==> config.mk <==
export PLATFORM = sky130hd
export DESIGN_NAME = reorder_buffer_flat
export DESIGN_NICKNAME = d
export VERILOG_FILES = /design/src/rtl/reorder_buffer_if.sv /design/src/rtl/reorder_buffer.sv /design/src/flat_wrapper.sv
export SDC_FILE = /design/constraint.sdc
export NUM_CORES = 1
export LEC_CHECK = 0
export CORE_ASPECT_RATIO = 1.25
export CORE_MARGIN = 8
export CORE_UTILIZATION = 45
export CTS_CLUSTER_DIAMETER = 30
export DETAILED_ROUTE_END_ITERATION = 6
export RECOVER_POWER = 100
export SYNTH_ARGS = -nofsm -noshare
export SYNTH_HDL_FRONTEND = slang
export SYNTH_SLANG_ARGS = --single-unit
==> constraint.sdc <==
create_clock -name clk -period 8 [get_ports clk]
set_input_delay 1.6 -clock clk [delete_from_list [all_inputs] [get_ports clk]]
set_output_delay 1.6 -clock clk [all_outputs]
set_load 0.02 [all_outputs]
==> src/rtl/reorder_buffer_if.sv <==
// Dispatch, writeback and retire signal bundle for reorder_buffer.
// The master side is the pipeline and the slave side is the ROB.
interface reorder_buffer_if #(
   parameter int DEPTH        = 16,
   parameter int PREG_WIDTH   = 6,
   parameter int AREG_WIDTH   = 5,
   parameter int PC_WIDTH     = 12,
   parameter int COMMIT_WIDTH = 2
);
   localparam int IW = $clog2(DEPTH);

   logic                               disp_valid;
   logic                               disp_ready;
   logic [PC_WIDTH-1:0]                disp_pc;
   logic                               disp_reg_write;
   logic [AREG_WIDTH-1:0]              disp_rd_arch;
   logic [PREG_WIDTH-1:0]              disp_rd_new;
   logic [PREG_WIDTH-1:0]              disp_rd_old;
   logic [IW-1:0]                      disp_idx;

   logic                               wb_valid;
   logic [IW-1:0]                      wb_idx;
   logic                               wb_exc;

   logic [COMMIT_WIDTH-1:0]            cmt_valid;
   logic [COMMIT_WIDTH-1:0]            cmt_reg_write;
   logic [COMMIT_WIDTH*AREG_WIDTH-1:0] cmt_rd_arch;
   logic [COMMIT_WIDTH*PREG_WIDTH-1:0] cmt_rd_new;
   logic [COMMIT_WIDTH*PREG_WIDTH-1:0] cmt_free_reg;

   logic                               flush;
   logic [PC_WIDTH-1:0]                flush_pc;
   logic [IW:0]                        count;
   logic                               empty;
   logic                               full;

   modport master (
      output disp_valid, disp_pc, disp_reg_write, disp_rd_arch, disp_rd_new, disp_rd_old,
      output wb_valid, wb_idx, wb_exc,
      input  disp_ready, disp_idx,
      input  cmt_valid, cmt_reg_write, cmt_rd_arch, cmt_rd_new, cmt_free_reg,
      input  flush, flush_pc, count, empty, full
   );

   modport slave (
      input  disp_valid, disp_pc, disp_reg_write, disp_rd_arch, disp_rd_new, disp_rd_old,
      input  wb_valid, wb_idx, wb_exc,
      output disp_ready, disp_idx,
      output cmt_valid, cmt_reg_write, cmt_rd_arch, cmt_rd_new, cmt_free_reg,
      output flush, flush_pc, count, empty, full
   );
endinterface

==> src/rtl/reorder_buffer.sv <==
// In-order retirement buffer: allocates at tail, marks completion by slot,
// retires up to COMMIT_WIDTH done entries per cycle, and flushes on a faulting head.
module reorder_buffer #(
   parameter int DEPTH        = 16,
   parameter int PREG_WIDTH   = 6,
   parameter int AREG_WIDTH   = 5,
   parameter int PC_WIDTH     = 12,
   parameter int COMMIT_WIDTH = 2
) (
   input logic             clk,
   input logic             rst,
   reorder_buffer_if.slave bus
);
   localparam int IW = $clog2(DEPTH);
   localparam int PW = IW + 1;
   localparam int CW = COMMIT_WIDTH;

   logic [PW-1:0]         head, tail;
   logic [DEPTH-1:0]      valid, done, exc;
   logic [PC_WIDTH-1:0]   pc_q   [DEPTH];
   logic [DEPTH-1:0]      rw_q;
   logic [AREG_WIDTH-1:0] arch_q [DEPTH];
   logic [PREG_WIDTH-1:0] new_q  [DEPTH];
   logic [PREG_WIDTH-1:0] old_q  [DEPTH];

   logic [IW-1:0]         hidx, tidx;
   logic                  full, head_fault, disp_fire, chain;
   logic [IW-1:0]         lane_idx [CW];
   logic [CW-1:0]         lane_ret;
   logic [PW-1:0]         n_ret;

   assign hidx           = head[IW-1:0];
   assign tidx           = tail[IW-1:0];
   assign full           = (hidx == tidx) && (head[IW] != tail[IW]);
   assign head_fault     = valid[hidx] & done[hidx] & exc[hidx];
   assign disp_fire      = bus.disp_valid & bus.disp_ready;

   assign bus.disp_ready = ~full & ~head_fault;
   assign bus.disp_idx   = tidx;
   assign bus.count      = tail - head;
   assign bus.empty      = (head == tail);
   assign bus.full       = full;

   // A lane retires only if every older lane in this cycle also retires.
   always_comb begin
      chain    = 1'b1;
      n_ret    = '0;
      lane_ret = '0;
      for (int unsigned k = 0; k < CW; k++) begin
         lane_idx[k] = hidx + IW'(k);
         chain       = chain & valid[lane_idx[k]] & done[lane_idx[k]] & ~exc[lane_idx[k]];
         lane_ret[k] = chain;
         n_ret       = n_ret + PW'(chain);
      end
   end

   always_ff @(posedge clk or negedge rst) begin
      if (!rst) begin
         head  <= '0;
         tail  <= '0;
         valid <= '0;
         done  <= '0;
         exc   <= '0;
      end else if (head_fault) begin
         head  <= '0;
         tail  <= '0;
         valid <= '0;
         done  <= '0;
         exc   <= '0;
      end else begin
         head <= head + n_ret;
         if (disp_fire)
            tail <= tail + PW'(1);
         if (bus.wb_valid && valid[bus.wb_idx]) begin
            done[bus.wb_idx] <= 1'b1;
            exc[bus.wb_idx]  <= bus.wb_exc;
         end
         for (int unsigned k = 0; k < CW; k++)
            if (lane_ret[k])
               valid[lane_idx[k]] <= 1'b0;
         // Tail slot is never a retiring slot, so allocation cannot collide with a clear.
         if (disp_fire) begin
            valid[tidx] <= 1'b1;
            done[tidx]  <= 1'b0;
            exc[tidx]   <= 1'b0;
         end
      end
   end

   always_ff @(posedge clk) begin
      if (disp_fire) begin
         pc_q[tidx]   <= bus.disp_pc;
         rw_q[tidx]   <= bus.disp_reg_write;
         arch_q[tidx] <= bus.disp_rd_arch;
         new_q[tidx]  <= bus.disp_rd_new;
         old_q[tidx]  <= bus.disp_rd_old;
      end
   end

   always_ff @(posedge clk or negedge rst) begin
      if (!rst) begin
         bus.cmt_valid     <= '0;
         bus.cmt_reg_write <= '0;
         bus.cmt_rd_arch   <= '0;
         bus.cmt_rd_new    <= '0;
         bus.cmt_free_reg  <= '0;
         bus.flush         <= 1'b0;
         bus.flush_pc      <= '0;
      end else begin
         bus.flush    <= head_fault;
         bus.flush_pc <= head_fault ? pc_q[hidx] : '0;
         for (int unsigned k = 0; k < CW; k++) begin
            bus.cmt_valid[k]     <= lane_ret[k];
            bus.cmt_reg_write[k] <= lane_ret[k] & rw_q[lane_idx[k]];
            bus.cmt_rd_arch[k*AREG_WIDTH +: AREG_WIDTH] <= lane_ret[k] ? arch_q[lane_idx[k]] : '0;
            bus.cmt_rd_new[k*PREG_WIDTH +: PREG_WIDTH]  <= lane_ret[k] ? new_q[lane_idx[k]]  : '0;
            bus.cmt_free_reg[k*PREG_WIDTH +: PREG_WIDTH] <= lane_ret[k] ? old_q[lane_idx[k]] : '0;
         end
      end
   end
endmodule

==> src/flat_wrapper.sv <==
// flat-port wrapper written by rule: the top's interface ports become plain ports
module reorder_buffer_flat 
#(
   parameter int DEPTH        = 16,
   parameter int PREG_WIDTH   = 6,
   parameter int AREG_WIDTH   = 5,
   parameter int PC_WIDTH     = 12,
   parameter int COMMIT_WIDTH = 2
)
  (clk, rst, bus_disp_valid, bus_disp_pc, bus_disp_reg_write, bus_disp_rd_arch, bus_disp_rd_new, bus_disp_rd_old, bus_wb_valid, bus_wb_idx, bus_wb_exc, bus_disp_ready, bus_disp_idx, bus_cmt_valid, bus_cmt_reg_write, bus_cmt_rd_arch, bus_cmt_rd_new, bus_cmt_free_reg, bus_flush, bus_flush_pc, bus_count, bus_empty, bus_full);
  reorder_buffer_if #(.DEPTH(DEPTH), .PREG_WIDTH(PREG_WIDTH), .AREG_WIDTH(AREG_WIDTH), .PC_WIDTH(PC_WIDTH), .COMMIT_WIDTH(COMMIT_WIDTH)) bus_i ();
  input logic clk;
  input logic rst;
  input wire logic [$bits(bus_i.disp_valid)-1:0] bus_disp_valid;
  input wire logic [$bits(bus_i.disp_pc)-1:0] bus_disp_pc;
  input wire logic [$bits(bus_i.disp_reg_write)-1:0] bus_disp_reg_write;
  input wire logic [$bits(bus_i.disp_rd_arch)-1:0] bus_disp_rd_arch;
  input wire logic [$bits(bus_i.disp_rd_new)-1:0] bus_disp_rd_new;
  input wire logic [$bits(bus_i.disp_rd_old)-1:0] bus_disp_rd_old;
  input wire logic [$bits(bus_i.wb_valid)-1:0] bus_wb_valid;
  input wire logic [$bits(bus_i.wb_idx)-1:0] bus_wb_idx;
  input wire logic [$bits(bus_i.wb_exc)-1:0] bus_wb_exc;
  output wire logic [$bits(bus_i.disp_ready)-1:0] bus_disp_ready;
  output wire logic [$bits(bus_i.disp_idx)-1:0] bus_disp_idx;
  output wire logic [$bits(bus_i.cmt_valid)-1:0] bus_cmt_valid;
  output wire logic [$bits(bus_i.cmt_reg_write)-1:0] bus_cmt_reg_write;
  output wire logic [$bits(bus_i.cmt_rd_arch)-1:0] bus_cmt_rd_arch;
  output wire logic [$bits(bus_i.cmt_rd_new)-1:0] bus_cmt_rd_new;
  output wire logic [$bits(bus_i.cmt_free_reg)-1:0] bus_cmt_free_reg;
  output wire logic [$bits(bus_i.flush)-1:0] bus_flush;
  output wire logic [$bits(bus_i.flush_pc)-1:0] bus_flush_pc;
  output wire logic [$bits(bus_i.count)-1:0] bus_count;
  output wire logic [$bits(bus_i.empty)-1:0] bus_empty;
  output wire logic [$bits(bus_i.full)-1:0] bus_full;
  assign bus_i.disp_valid = bus_disp_valid;
  assign bus_i.disp_pc = bus_disp_pc;
  assign bus_i.disp_reg_write = bus_disp_reg_write;
  assign bus_i.disp_rd_arch = bus_disp_rd_arch;
  assign bus_i.disp_rd_new = bus_disp_rd_new;
  assign bus_i.disp_rd_old = bus_disp_rd_old;
  assign bus_i.wb_valid = bus_wb_valid;
  assign bus_i.wb_idx = bus_wb_idx;
  assign bus_i.wb_exc = bus_wb_exc;
  assign bus_disp_ready = bus_i.disp_ready;
  assign bus_disp_idx = bus_i.disp_idx;
  assign bus_cmt_valid = bus_i.cmt_valid;
  assign bus_cmt_reg_write = bus_i.cmt_reg_write;
  assign bus_cmt_rd_arch = bus_i.cmt_rd_arch;
  assign bus_cmt_rd_new = bus_i.cmt_rd_new;
  assign bus_cmt_free_reg = bus_i.cmt_free_reg;
  assign bus_flush = bus_i.flush;
  assign bus_flush_pc = bus_i.flush_pc;
  assign bus_count = bus_i.count;
  assign bus_empty = bus_i.empty;
  assign bus_full = bus_i.full;
  reorder_buffer #(.DEPTH(DEPTH), .PREG_WIDTH(PREG_WIDTH), .AREG_WIDTH(AREG_WIDTH), .PC_WIDTH(PC_WIDTH), .COMMIT_WIDTH(COMMIT_WIDTH)) u_core (.clk(clk), .rst(rst), .bus(bus_i));
endmodule
After elaboration in Yosys (flattened, before gate mapping)
Memory sizes are Yosys's and may differ from the RTL's.
Index checks and enable logic that the tools add are counted.
{"block": "op_classes", "n_mux": 54, "addsub": 5, "bitwise": 23, "eq_ne": 3, "order_cmp": 8, "n_reduce_logical": 7}
{"cell": "$mux W16", "count": 14}
{"cell": "$and A16 B16 Y16", "count": 4}
{"cell": "$not A16 Y16", "count": 3}
{"cell": "$bmux W1 S4", "count": 9}
{"cell": "$bwmux W16", "count": 2}
{"cell": "$or A16 B16 Y16", "count": 2}
{"cell": "$mux W5", "count": 5}
{"cell": "$mux W6", "count": 4}
{"cell": "$lt A4 B5 Y1 const B", "count": 4}
{"cell": "$demux W1 S4", "count": 4}
{"cell": "$ge A4 B1 Y1 const B", "count": 4}
{"cell": "$mux W1", "count": 15}
{"cell": "$mux W12", "count": 1}
{"cell": "$and A1 B1 Y1", "count": 10}
{"cell": "$logic_and A1 B1 Y1", "count": 6}
{"cell": "$add A5 B1 Y5 const B", "count": 1}
{"cell": "$add A5 B5 Y5", "count": 1}
{"cell": "$eq A5 B5 Y1", "count": 1}
{"cell": "$sub A5 B5 Y5", "count": 1}
{"cell": "$add A4 B1 Y4 const B", "count": 1}
{"cell": "$eq A4 B4 Y1", "count": 1}
{"cell": "$not A1 Y1", "count": 4}
{"cell": "$add A1 B1 Y2", "count": 1}
{"cell": "$reduce_bool A2 Y1", "count": 1}
{"cell": "$ne A1 B1 Y1", "count": 1}
{"block": "totals", "ramBits": 464, "ff_bits": 125, "n_memories": 4, "elab_cells": 117}
{"name": "u_core.pc_q", "words": 16, "width": 12, "rd": 1, "rd_clocked_by_memory_dff": 0, "wr": 1, "line_no": "reorder_buffer.sv:20", "source": "logic [PC_WIDTH-1:0] pc_q [DEPTH];"}
{"name": "u_core.new_q", "words": 16, "width": 6, "rd": 2, "rd_clocked_by_memory_dff": 0, "wr": 1, "line_no": "reorder_buffer.sv:23", "source": "logic [PREG_WIDTH-1:0] new_q [DEPTH];"}
{"name": "u_core.old_q", "words": 16, "width": 6, "rd": 2, "rd_clocked_by_memory_dff": 0, "wr": 1, "line_no": "reorder_buffer.sv:24", "source": "logic [PREG_WIDTH-1:0] old_q [DEPTH];"}
{"name": "u_core.arch_q", "words": 16, "width": 5, "rd": 2, "rd_clocked_by_memory_dff": 0, "wr": 1, "line_no": "reorder_buffer.sv:22", "source": "logic [AREG_WIDTH-1:0] arch_q [DEPTH];"}

Depth between registers and ports, before layout
{"block": "logic_depth", "word_depth": 14, "mapped_depth": 24, "ltp_nobuf": 15}

Worst setup path after synthesis
OpenSTA, ideal clock, no wires.
{"block": "synth_path", "path_kind": "register -> register", "start": "register u_core.head[1]", "end": "memory u_core.arch_q[11][0], enable pin", "stages_incl_launch_ff": 12, "arrival_time_ns": 4.936, "t_required_ns": 7.546, "slack_ns": 2.609, "path_buffers": 5, "path_cell_list": "dfrtp_1 buf_4 buf_2 buf_4 buf_1 buf_2 inv_1 ha_1 and4_1 a21boi_2 nand2_1 nor3_1"}
{"block": "synth_via", "elab_chain_len": 9}
{"item": "start, declared", "line_no": "reorder_buffer.sv:18", "source": "logic [PW-1:0] head, tail;"}
{"item": "start signal, assigned", "line_no": "reorder_buffer.sv:71", "source": "head <= head + n_ret;"}
{"item": "$bmux W1 S4", "line_no": "reorder_buffer.sv:35", "source": "assign head_fault = valid[hidx] & done[hidx] & exc[hidx];"}
{"item": "$mux W1 (not written as such)", "line_no": "reorder_buffer.sv:35"}
{"item": "$and A1 B1 Y1 (2 in series)", "line_no": "reorder_buffer.sv:35"}
{"item": "$not A1 Y1", "line_no": "reorder_buffer.sv:38", "source": "assign bus.disp_ready = ~full & ~head_fault;"}
{"item": "$and A1 B1 Y1 *", "line_no": "reorder_buffer.sv:38"}
{"item": "$and A1 B1 Y1 *", "line_no": "reorder_buffer.sv:36", "source": "assign disp_fire = bus.disp_valid & bus.disp_ready;"}
{"item": "$mux W1 *", "line_no": "reorder_buffer.sv:91", "source": "if (disp_fire) begin"}
{"item": "$mux W1 (not written as such) *", "line_no": "reorder_buffer.sv:94", "source": "arch_q[tidx] <= bus.disp_rd_arch;"}
{"item": "end, declared", "line_no": "reorder_buffer.sv:22"}
Mark *: on every way between the ends. The rest lies on a longest branch, timed or not. The select of a mux whose other input is x is not followed.

Worst setup path in the final report
{"block": "layout_path", "start": "register u_core.head[2]", "end": "output port bus_disp_ready"}
{"block": "layout_via", "elab_chain_len": 6}
{"item": "$bmux W1 S4", "line_no": "reorder_buffer.sv:35"}
{"item": "$mux W1 (not written as such)", "line_no": "reorder_buffer.sv:35"}
{"item": "$and A1 B1 Y1 (2 in series)", "line_no": "reorder_buffer.sv:35"}
{"item": "$not A1 Y1", "line_no": "reorder_buffer.sv:38"}
{"item": "$and A1 B1 Y1 *", "line_no": "reorder_buffer.sv:38"}
{"item": "end, declared", "line_no": "flat_wrapper.sv:23", "source": "output wire logic [$bits(bus_i.disp_ready)-1:0] bus_disp_ready;"}
Marked as above.

==> key figures <==
Route
  • DRC violation count after routing: 0
  • Total Wirelength: 63900 um
  • Initial DRC count: 1095
  • Via count: 13900
  • Routed len/inst: 27.5 um
  • Antenna Violating Nets Remaining: 0
  • Vias/cell: 5.95
  • DR pass1 iterations: 5

Timing
  • Worst-margin pin slew: 3.31 ns
  • Hold Slack: 0.544 ns
  • Final setup fails: 0
  • Final Critical Period: 7.11 ns
  • Final Hold Fails: 0
  • Skew final: 0.0248 ns
  • Crit share post-route: 88.8%
  • Unrepaired setup endpoints after global routing: false
  • Rel. slew slack: -121%
  • Setup TNS: 0 ns
  • Final Slew Violations: 620
  • Max Clk Rate: 141 MHz

Synth
  • FF+latch count, synth: between 500 and 600
  • Commonest register cell after synthesis: edfxtp_1
  • Post-Synthesis Cells: about 1300
  • Syn_nets: 1382
  • Synthesized area: 0.0259 mm2
  • Syn. warnings: 0
  • Seq/Total Area, Yosys: around two thirds
  • Post-synth cell types: 58
  • FFs w/ async S/R, synth: 18.5%
  • Post-synth EDFFs: 480
  • Mean Syn Cell Area: 19.5 um2

Clock network
  • Root buf cell: clkbuf_16
  • Post-CTS setup repair buffer count: 0
  • CTS tree: built
  • CTS buffer count: about 110
  • Clk sinks: 589
  • CTS max path bufs: 3
  • H-tree level count: 3
  • Post-CTS Resized: 0
  • Clk Latency, worst-skew pair: ~0.65 ns
  • CTS Hold Bufs: 0
  • Clk slew on worst S/H paths: 0.05 ns

Place
  • Post-DP Area: 0.0276 mm2
  • Placed instance count: between 2000 and 2500
  • Final HPWL DP: 35200 um
  • Final GP Congestion: 0.844
  • # port buffers: 101

Final layout
  • FF/Latch Area: 0.0171 mm2
  • Post-Layout Cell Count: 2328
  • Area delta synth->final: 21.3%
  • Multi-input gate area: slightly above 0.008 mm2
  • Layout cells sized above 1: 30.5%
  • Filler cells: approximately 4400
  • Biggest regs: u_core.pc_q: 192 flops, u_core.new_q: 96 flops, u_core.old_q: 96 flops
  • Nets: 1530
  • Number of flip-flops in the largest register: 192
  • Final Cell Area: 0.0314 mm2
  • Biggest register: u_core.pc_q

Pwr
  • Max rail drop VDD: 0.000374 V
  • PwrDens: around 430 mW/mm2
  • Static leakage: roughly 11 nW
  • Total power: 0.0135 W

Floorplan
  • Core area: between 0.05 and 0.06 mm2
  • Die width: 230 um
  • I/O pin count: 102
  • Die area: 0.0655 mm2
  • Die Height: around 280 um
  • Initial core utilization: 45.4%
  • Row cnt: 98

Global routing
  • First-pass GRT wire length: 96300 um
  • Gr usage total: 19.7%
  • Largest net degree at the start of global routing: ~140
  • Vias in the first global route: about 15000
  • Initial antenna violation count: 9
  • Total congestion overflow: 0

Setup path
  • Classification of the worst setup path: reg2out
  • Crit path top cell by count: buf_4
  • Crit end category: output pin
  • CP Data Arrival Time: 5.51 ns
  • CP peak stage delay: 1.59 ns
  • Highest-delay cell along the critical path: dfrtp_1
  • Worst-path cell chain: buf_4, and2_1, a22oi_1, nand2_1, nand3_1, buf_4, inv_2, nor2_1, dlygate4sd3_1
  • CP top delay family: buffers and inverters
  • Worst-path fanout max: 47
  • WP buf/inv: 4
  • Startpoint Class: flip-flop
  • CP Data Required Time: about 6.4 ns

Worst hold path
  • HP Class: reg2reg

Run
  • Max-Cap Viols: 19

Outcome
  • Status: finished with violations
  • Failing checks: max-capacitance violations, max-slew violations
==> area by class of cell <==
class | count | share of cell area [%]
Clock inverter | 74 | 2.74
Inverter | 24 | 0.287
Timing Repair Buffer | 124 | 3.66
Multi-Input combinational cell | 624 | 26.0
Clock buffer | 138 | 9.63
Sequential cell | 589 | 54.6
Antenna cell | 5 | 0.0399
Tap cell | 750 | 2.99
==> path summary, 6_finish.rpt <==
kind	slack, ns	end	depth (start not counted)	start
worst max register to register	1.04	u_core.old_q[7][1]	7	u_core.head[2]
worst min-delay path	0.54	u_core.done[8]	2	u_core.done[8]
max in group asynchronous	2.79	u_core.head[1]	2	rst
worst min register to register	0.54	u_core.done[8]	2	u_core.done[8]
worst max-delay path	0.89	bus_disp_ready	9	u_core.head[2]
min in group asynchronous	2.07	u_core.bus.cmt_free_reg[0]	1	rst
==> cells in the final DEF (no fill, tap or decap), types with 3 or more instances in the layout <==
| cell | count |
|---|---|
| clkbuf_1 | 26 |
| edfxtp_1 | 480 |
| a21oi_1 | 23 |
| clkbuf_16 | 114 |
| and2_1 | 7 |
| dfrtp_1 | 108 |
| or2_2 | 6 |
| a32oi_1 | 6 |
| buf_4 | 10 |
| ha_1 | 14 |
| inv_6 | 10 |
| dlygate4sd3_1 | 92 |
| clkinv_4 | 9 |
| bufinv_16 | 14 |
| clkbuf_8 | 8 |
| mux2i_1 | 17 |
| o21ai_0 | 22 |
| nand2_1 | 22 |
| mux4_2 | 255 |
| clkbuf_2 | 3 |
| a22oi_1 | 7 |
| a311oi_1 | 8 |
| a21o_1 | 3 |
| clkinv_1 | 9 |
| inv_1 | 22 |
| xnor2_1 | 6 |
| clkinv_2 | 14 |
| nor2b_4 | 6 |
| nand4_1 | 4 |
| diode_2 | 5 |
| nor2b_1 | 47 |
| clkinvlp_4 | 15 |
| nand2b_1 | 4 |
| clkdlybuf4s50_1 | 8 |
| nor3_1 | 43 |
| nand3_1 | 6 |
| and4b_1 | 8 |
| nor2_1 | 70 |
| xor2_1 | 5 |
==> per-layer routing <==
layer	part of all wire, %	track usage [%]
met3	5.6	3.63
met4	2.6	6.94
met2	50	32.9
met1	41	25.7
met5	0	0
==> tightest hold or removal path, stage by stage, from the launching register on <==
cell and delay (ns):
dfrtp_1 0.37, nor2_1 0.06, nor2_1 0.07
==> synth_stat cells, drive strengths merged, types with 2 or more instances <==
cell type | n | share of area [%]
nor3 | 44 | 0.85
mux2i | 17 | 0.66
clkbuf | 30 | 0.44
mux4 | 256 | 22
a21oi | 23 | 0.45
nand4 | 4 | 0.097
edfxtp | 480 | 56
fa | 2 | 0.15
a21o | 3 | 0.087
or2 | 6 | 0.15
a22oi | 8 | 0.25
dfrtp | 109 | 11
inv | 24 | 0.35
nor4 | 2 | 0.048
nand2 | 22 | 0.32
xnor2 | 7 | 0.24
and4b | 8 | 0.31
a311oi | 8 | 0.27
buf | 59 | 1.4
xor2 | 6 | 0.20
a32oi | 6 | 0.20
o32ai | 2 | 0.068
and2 | 8 | 0.19
nor2b | 53 | 1.5
nor2 | 72 | 1.0
nand2b | 4 | 0.097
ha | 15 | 0.73
o21ai | 22 | 0.43
nand3 | 6 | 0.16
a31oi | 2 | 0.048
a21boi | 2 | 0.073
==> cell families (layout without fill, tap and decap cells) <==
group,count (synthesis),count (layout),share of synthesized area [%]
and+or+nand+nor,233,233,4.94
adders and majority gates,17,17,0.880
DFF,589,589,66.3
muxes,273,273,23.0
buffers and inverters,113,360,2.23
AOI/OAI and AO/OA,88,88,2.28
other,0,5,0
xor gates and xnor gates,13,13,0.440
==> report_power, final <==
part / switching, W / internal (W) / leakage (nW)
clock network: 0.00159 / 0.00314 / 1.86
logic: 0.00233 / 0.00229 / 3.27
registers: 0.000361 / 0.00382 / 5.76
==> per-stage QoR <==
stage	setup WS [ns]	utilization, %
after global routing	0.720	55.0
after detailed placement	2.24	48.4
final	0.895	55.0
after CTS	1.55	55.3
after global placement	2.37	48.4
after floorplan	2.61	-
Note: power is estimated with default switching activity, not from simulation.
==> variant 1 (config.mk and constraints unchanged) <==
`AREG_WIDTH` is set to 5 in 3 places; all go to 7.
--- a/src/rtl/reorder_buffer_if.sv
+++ b/src/rtl/reorder_buffer_if.sv
@@ -3,7 +3,7 @@
 interface reorder_buffer_if #(
    parameter int DEPTH        = 16,
    parameter int PREG_WIDTH   = 6,
-   parameter int AREG_WIDTH   = 5,
+   parameter int AREG_WIDTH   = 7,
    parameter int PC_WIDTH     = 12,
    parameter int COMMIT_WIDTH = 2
 );
--- a/src/rtl/reorder_buffer.sv
+++ b/src/rtl/reorder_buffer.sv
@@ -3,7 +3,7 @@
 module reorder_buffer #(
    parameter int DEPTH        = 16,
    parameter int PREG_WIDTH   = 6,
-   parameter int AREG_WIDTH   = 5,
+   parameter int AREG_WIDTH   = 7,
    parameter int PC_WIDTH     = 12,
    parameter int COMMIT_WIDTH = 2
 ) (
--- a/src/flat_wrapper.sv
+++ b/src/flat_wrapper.sv
@@ -3,7 +3,7 @@
 #(
    parameter int DEPTH        = 16,
    parameter int PREG_WIDTH   = 6,
-   parameter int AREG_WIDTH   = 5,
+   parameter int AREG_WIDTH   = 7,
    parameter int PC_WIDTH     = 12,
    parameter int COMMIT_WIDTH = 2
 )
Ports: changed (resized bus_cmt_rd_arch and bus_disp_rd_arch); port bits go from 102 to 108. No check against the original RTL was run, so the function may have changed too.
==> variant 1 against the original RTL <==
  * The run still ends with max-capacitance violations, max-slew violations left
  * Total power increased by 1.6%
  * Global-route usage increased by 0.68 points
  * Cell area grew 5.5%
  * Synthesized cell count rose by 4.2%
  * Sequential power rose by 4%
  * Wire length is 9.5% higher
  * Count of clock-buffer cells in the layout grew 1
  * Die area is 6.0% higher
  * Largest cell class unchanged
  * Worst setup slack better by 200 ps
  * Area after synthesis increased by 6.4%
  * Sequential cell count increased by 36
==> variant 1: results (changes against the original RTL) <==
synthesis:
  synth_edf_count: 512  # +6.7%
  ys_top_cells_by_count: "512 x edfxtp_1, 277 x mux4_2, 113 x dfrtp_1"
  ys_seq_area_frac: 0.662  # -0.00116
  synthTopCellsByArea: "edfxtp_1 56%, mux4_2 23%, dfrtp_1 10%, nor2_1 1.0%, nor3_1 0.98%"
  synth_cell_type_count: 63  # +8.6%
  synth_nets: 1440  # +4.2%
  synthArstFlopShare: 0.181  # -0.00426
sta:
  worst_pin_slew_ps: 3870  # +562 ps
  fin_skew_ps: 25.8  # +1.02 ps
  slew_violations: 463  # -25%
hold_path:
  min_from: "u_core.done[9]$_DFF_PN0_"
  min_to: "u_core.done[9]$_DFF_PN0_"
setup_path:
  r2r_setup_slack_ps: 1210  # +170 ps
  cp_max_fo: 63  # +34%
  worstSetupStartpointType: "flop"
  r2r-end: "u_core.new_q[4][2]$_DFFE_PP_"
  cp-endpoint: "bus_disp_ready"
  timing.critical_path.arrival_ps: 5310  # -200 ps
  r2r-start: "u_core.head[3]$_DFF_PN0_"
placed_design:
  hpwl_um: 37200  # +5.6%
  port_buffers: 107  # +5.9%
  gp_congestion: 0.885  # +4.9%
outcome:
  status: "finished with violations"
  violations: "max-capacitance violations, max-slew violations"
cts:
  clkSlewWorstSetupHoldPaths_ps: 50  # about the same
  cts_inserted_buffers: 115  # +3.6%
  clk_latency_ps: 670  # +20 ps
  post_cts_resized: 0  # unchanged
  cts_setup_buffers: 0  # unchanged
  clockBufferDepth: 3  # unchanged
routing:
  via_per_inst: 6.08  # +2.2%
  drtIter0Drc: 1334  # +22%
  wl_um: 70000  # +9.5%
pwr:
  leakage_uw: 0.0114  # +4.4%
  peakVddDrop_uv: 252  # -33%
  p_int_uw: 9360  # +1.2%
final_layout:
  fillers: 4705  # +7.0%
  drive_gt1_frac: 0.323  # +0.0183
  reg_top3: "u_core.pc_q x192, u_core.arch_q x112"
  fin_nets: 1598  # +4.4%
global_route:
  track_usage: 0.204  # +0.00679
  grt_pass1_wl_um: 104000  # +8.3%
  grt_max_degree: 119  # -17%
  grt_pass1_vias: 16023  # +7.3%
job:
  drv_cap: 13  # -6
==> variant 1: area by class of cell <==
class                   instances  area share
diodes                          4    0.000302
clock buffers                 139      0.0911
clock inverters                80      0.0266
inverters                      21     0.00249
multi-input cells             640       0.263
flip-flops and latches        625       0.550
well taps                     772      0.0292
repair buffers                137      0.0377
==> variant 1: cells by family after synthesis <==
kind of cell,after synthesis,share of synthesized area
adders and majority gates,17,0.00828
and+or+nand+nor,245,0.0480
AOI/OAI and AO/OA,64,0.0178
buffers and inverters,117,0.0234
muxes,300,0.237
DFF,625,0.662
xor gates and xnor gates,14,0.00446
==> variant 1: stage by stage <==
stage / utilization / hold slack (ps) / cell area, µm² / instances / setup WS [ps]
final: 0.546 / 584 / 33100 / 2418 / 1090
after global routing: 0.546 / 610 / 33100 / 2414 / 651
after CTS: 0.549 / 580 / 33300 / 2414 / 1490
after detailed placement: 0.484 / 570 / 29400 / 2195 / 2220
after floorplan: - / 525 / 27500 / 1382 / 2720
after global placement: 0.484 / 567 / 29400 / 2195 / 2360
==> variant 1: power groups by stage <==
stage                     clock network (µW)  registers, µW  logic, µW
final                                   4740           4350       4650
after global placement                     0           4380       4780
after floorplan                            0           4270       3540
after detailed placement                   0           4400       4790
after global routing                    4980           4400       4980
after CTS                               4830           4340       4820
==> variant 1: per-layer routing <==
metal  track usage  share of wire  wire (µm)  vias to the layer above
li1              -              -          -                     6108
met1         0.254           0.39      27500                     7942
met5             0        0.00039         27                        -
met4        0.0781          0.030       2080                        4
met2         0.349           0.52      36100                      521
met3        0.0416          0.061       4230                      138
==> variant 1: critical path: stages, from the launching register on <==
cell and delay (ps):
dfrtp_1 640, clkinv_2 740, nand2_1 120, a221oi_1 640, or2_0 810, nand2_4 230
inv_4 630, nor2_1 100, dlygate4sd3_1 680
==> variant 2 (same flow settings) <==
Made on the original files. Make the reset (`rst`) synchronous in 2 clocked blocks.
--- a/src/rtl/reorder_buffer.sv
+++ b/src/rtl/reorder_buffer.sv
@@ -54,7 +54,7 @@
       end
    end
 
-   always_ff @(posedge clk or negedge rst) begin
+   always_ff @(posedge clk) begin
       if (!rst) begin
          head  <= '0;
          tail  <= '0;
@@ -97,7 +97,7 @@
       end
    end
 
-   always_ff @(posedge clk or negedge rst) begin
+   always_ff @(posedge clk) begin
       if (!rst) begin
          bus.cmt_valid     <= '0;
          bus.cmt_reg_write <= '0;
Check against the original RTL: differs if rst is asserted again (counterexample within 4 cycles, from zero or initial values and one cycle with rst low); with rst held inactive, the same outputs for 4 cycles.
==> variant 2 against the original RTL <==
  * The flow still finishes with violations (max-capacitance violations, max-slew violations)
  * Sequential cell count unchanged
  * Cell area decreased by 2.8%
  * Critical path type is now reg -> reg
  * Maximum frequency increased by 11%
  * Via count decreased by 2.0%
  * Register-to-register slack improved by 560 ps
  * Wire length decreased by 2.2%
  * Area after synthesis decreased by 2.7%
  * Highest routed layer is now met5
  * Sequential share of layout area decreased by 0.24 points
  * Count of clock-buffer cells in the layout decreased by 24
  * Worst setup slack improved by 700 ps
  * Non-clock buffer count increased by 2
  * Worst hold slack got worse by 36 ps
  * Die area decreased by 2.6%
Power is not compared: it rests on default switching activity, and its combinational part moved more than twofold at a synthesized area within 25%.
==> variant 2: results (changes against the original RTL) <==
synthesis:
  synth.area.mux_share: 0.238  # +0.00809
  syn_inst: 1296  # -2.3%
  ys_seq_area_frac: 0.660  # -0.00306
  synth-compound-area-share: 0.0181  # -0.00473
  synth_nets: 1352  # -2.2%
  synthArstFlopShare: 0  # -0.185
  synth_xor_area_frac: 0.00413  # -0.000274
  synth_cell_type_count: 61  # +5.2%
  synthTopCellsByArea: "edfxtp_1 57%, mux4_2 23%, dfxtp_1 8.7%, buf_2 0.84%, ha_1 0.75%"
  synth-adder-area-share: 0.00905  # +0.000247
  ys_top_cells_by_count: "480 x edfxtp_1, 254 x mux4_2, 109 x dfxtp_1"
global_route:
  antenna_found_initial: 5  # -4
  track_usage: 0.197  # +0.000427
  grt_pass1_wl_um: 92100  # -4.4%
final_layout:
  drive_gt1_frac: 0.310  # +0.00549
  fillers: 4277  # -2.8%
  fin_nets: 1497  # -2.2%
setup_path:
  cp_slowest_cell: "a31oi_1"
  timing.critical_path.arrival_ps: 6680  # +1170 ps
  critPathLaunch: "u_core.head[2]$_SDFF_PP0_"
  r2r-start: "u_core.head[2]$_SDFF_PP0_"
  cp_max_fo: 24  # -49%
  cp-endpoint: "u_core.arch_q[12][0]$_DFFE_PP_"
placed_design:
  gp_congestion: 0.902  # +7.0%
  hpwl_um: 34500  # -1.9%
  dpl.cell_count: 2081  # -1.4%
  dpl_worst_slack_ps: 3080  # +831 ps
routing:
  vias: 13576  # -2.0%
  drtIter0Drc: 1219  # +11%
  wl_per_cell_um: 27.5  # +0.20%
  dr_wl_met3_um: 3620  # +1.2%
  via_per_inst: 5.98  # +0.40%
  wl_met1_um: 25000  # -5.4%
cts:
  post_cts_resized: 0  # unchanged
  cts-root-buf: "clkbuf_16"
  cts_inserted_buffers: 100  # -9.9%
hold_path:
  min_to: "u_core.done[6]$_SDFF_PP0_"
  min_from: "u_core.done[6]$_SDFF_PP0_"
pwr:
  switchingPower_uw: 1690
outcome:
  status: "finished with violations"
  violations: "max-capacitance violations, max-slew violations"
sta:
  finalCritPeriodShare: 0.800  # -0.0881
  fin_skew_ps: 29.4  # +4.60 ps
  slew_violations: 249  # -60%
  worst_pin_slew_ps: 1940  # -1370 ps
job:
  drv_cap: 8  # -11
variant 2: cell count changes after synthesis, sizes merged, moves of 14 or more:
cell	before	now
dfrtp	109	0
dfxtp	0	109
nor2b	53	30
nor2	72	50
o21ai	22	4
nand3	6	20
variant 2: routing by layer:
metal  global-route usage  vias to the layer above
met5                    0                        -
li1                     -                     5725
met3               0.0342                      128
met2                0.331                      524
met4               0.0875                        2
met1                0.250                     7197
variant 2: layout make-up:
class,instances,area share
Sequential cell,589,0.544
Multi-Input combinational cell,588,0.263
Clock buffer,114,0.0882
Timing Repair Buffer,126,0.0388
Clock inverter,76,0.0306
Tap cell,742,0.0304
Inverter,36,0.00443
Antenna cell,1,0.0000820
variant 2: through the flow:
step | hold slack [ps] | area [µm²]
6_report | 508 | 30500
4_1_cts | 507 | 30600
3_3_place_gp | 500 | 26900
5_1_grt | 540 | 30500
3_5_place_dp | 496 | 26900
2_1_floorplan | 469 | 25200
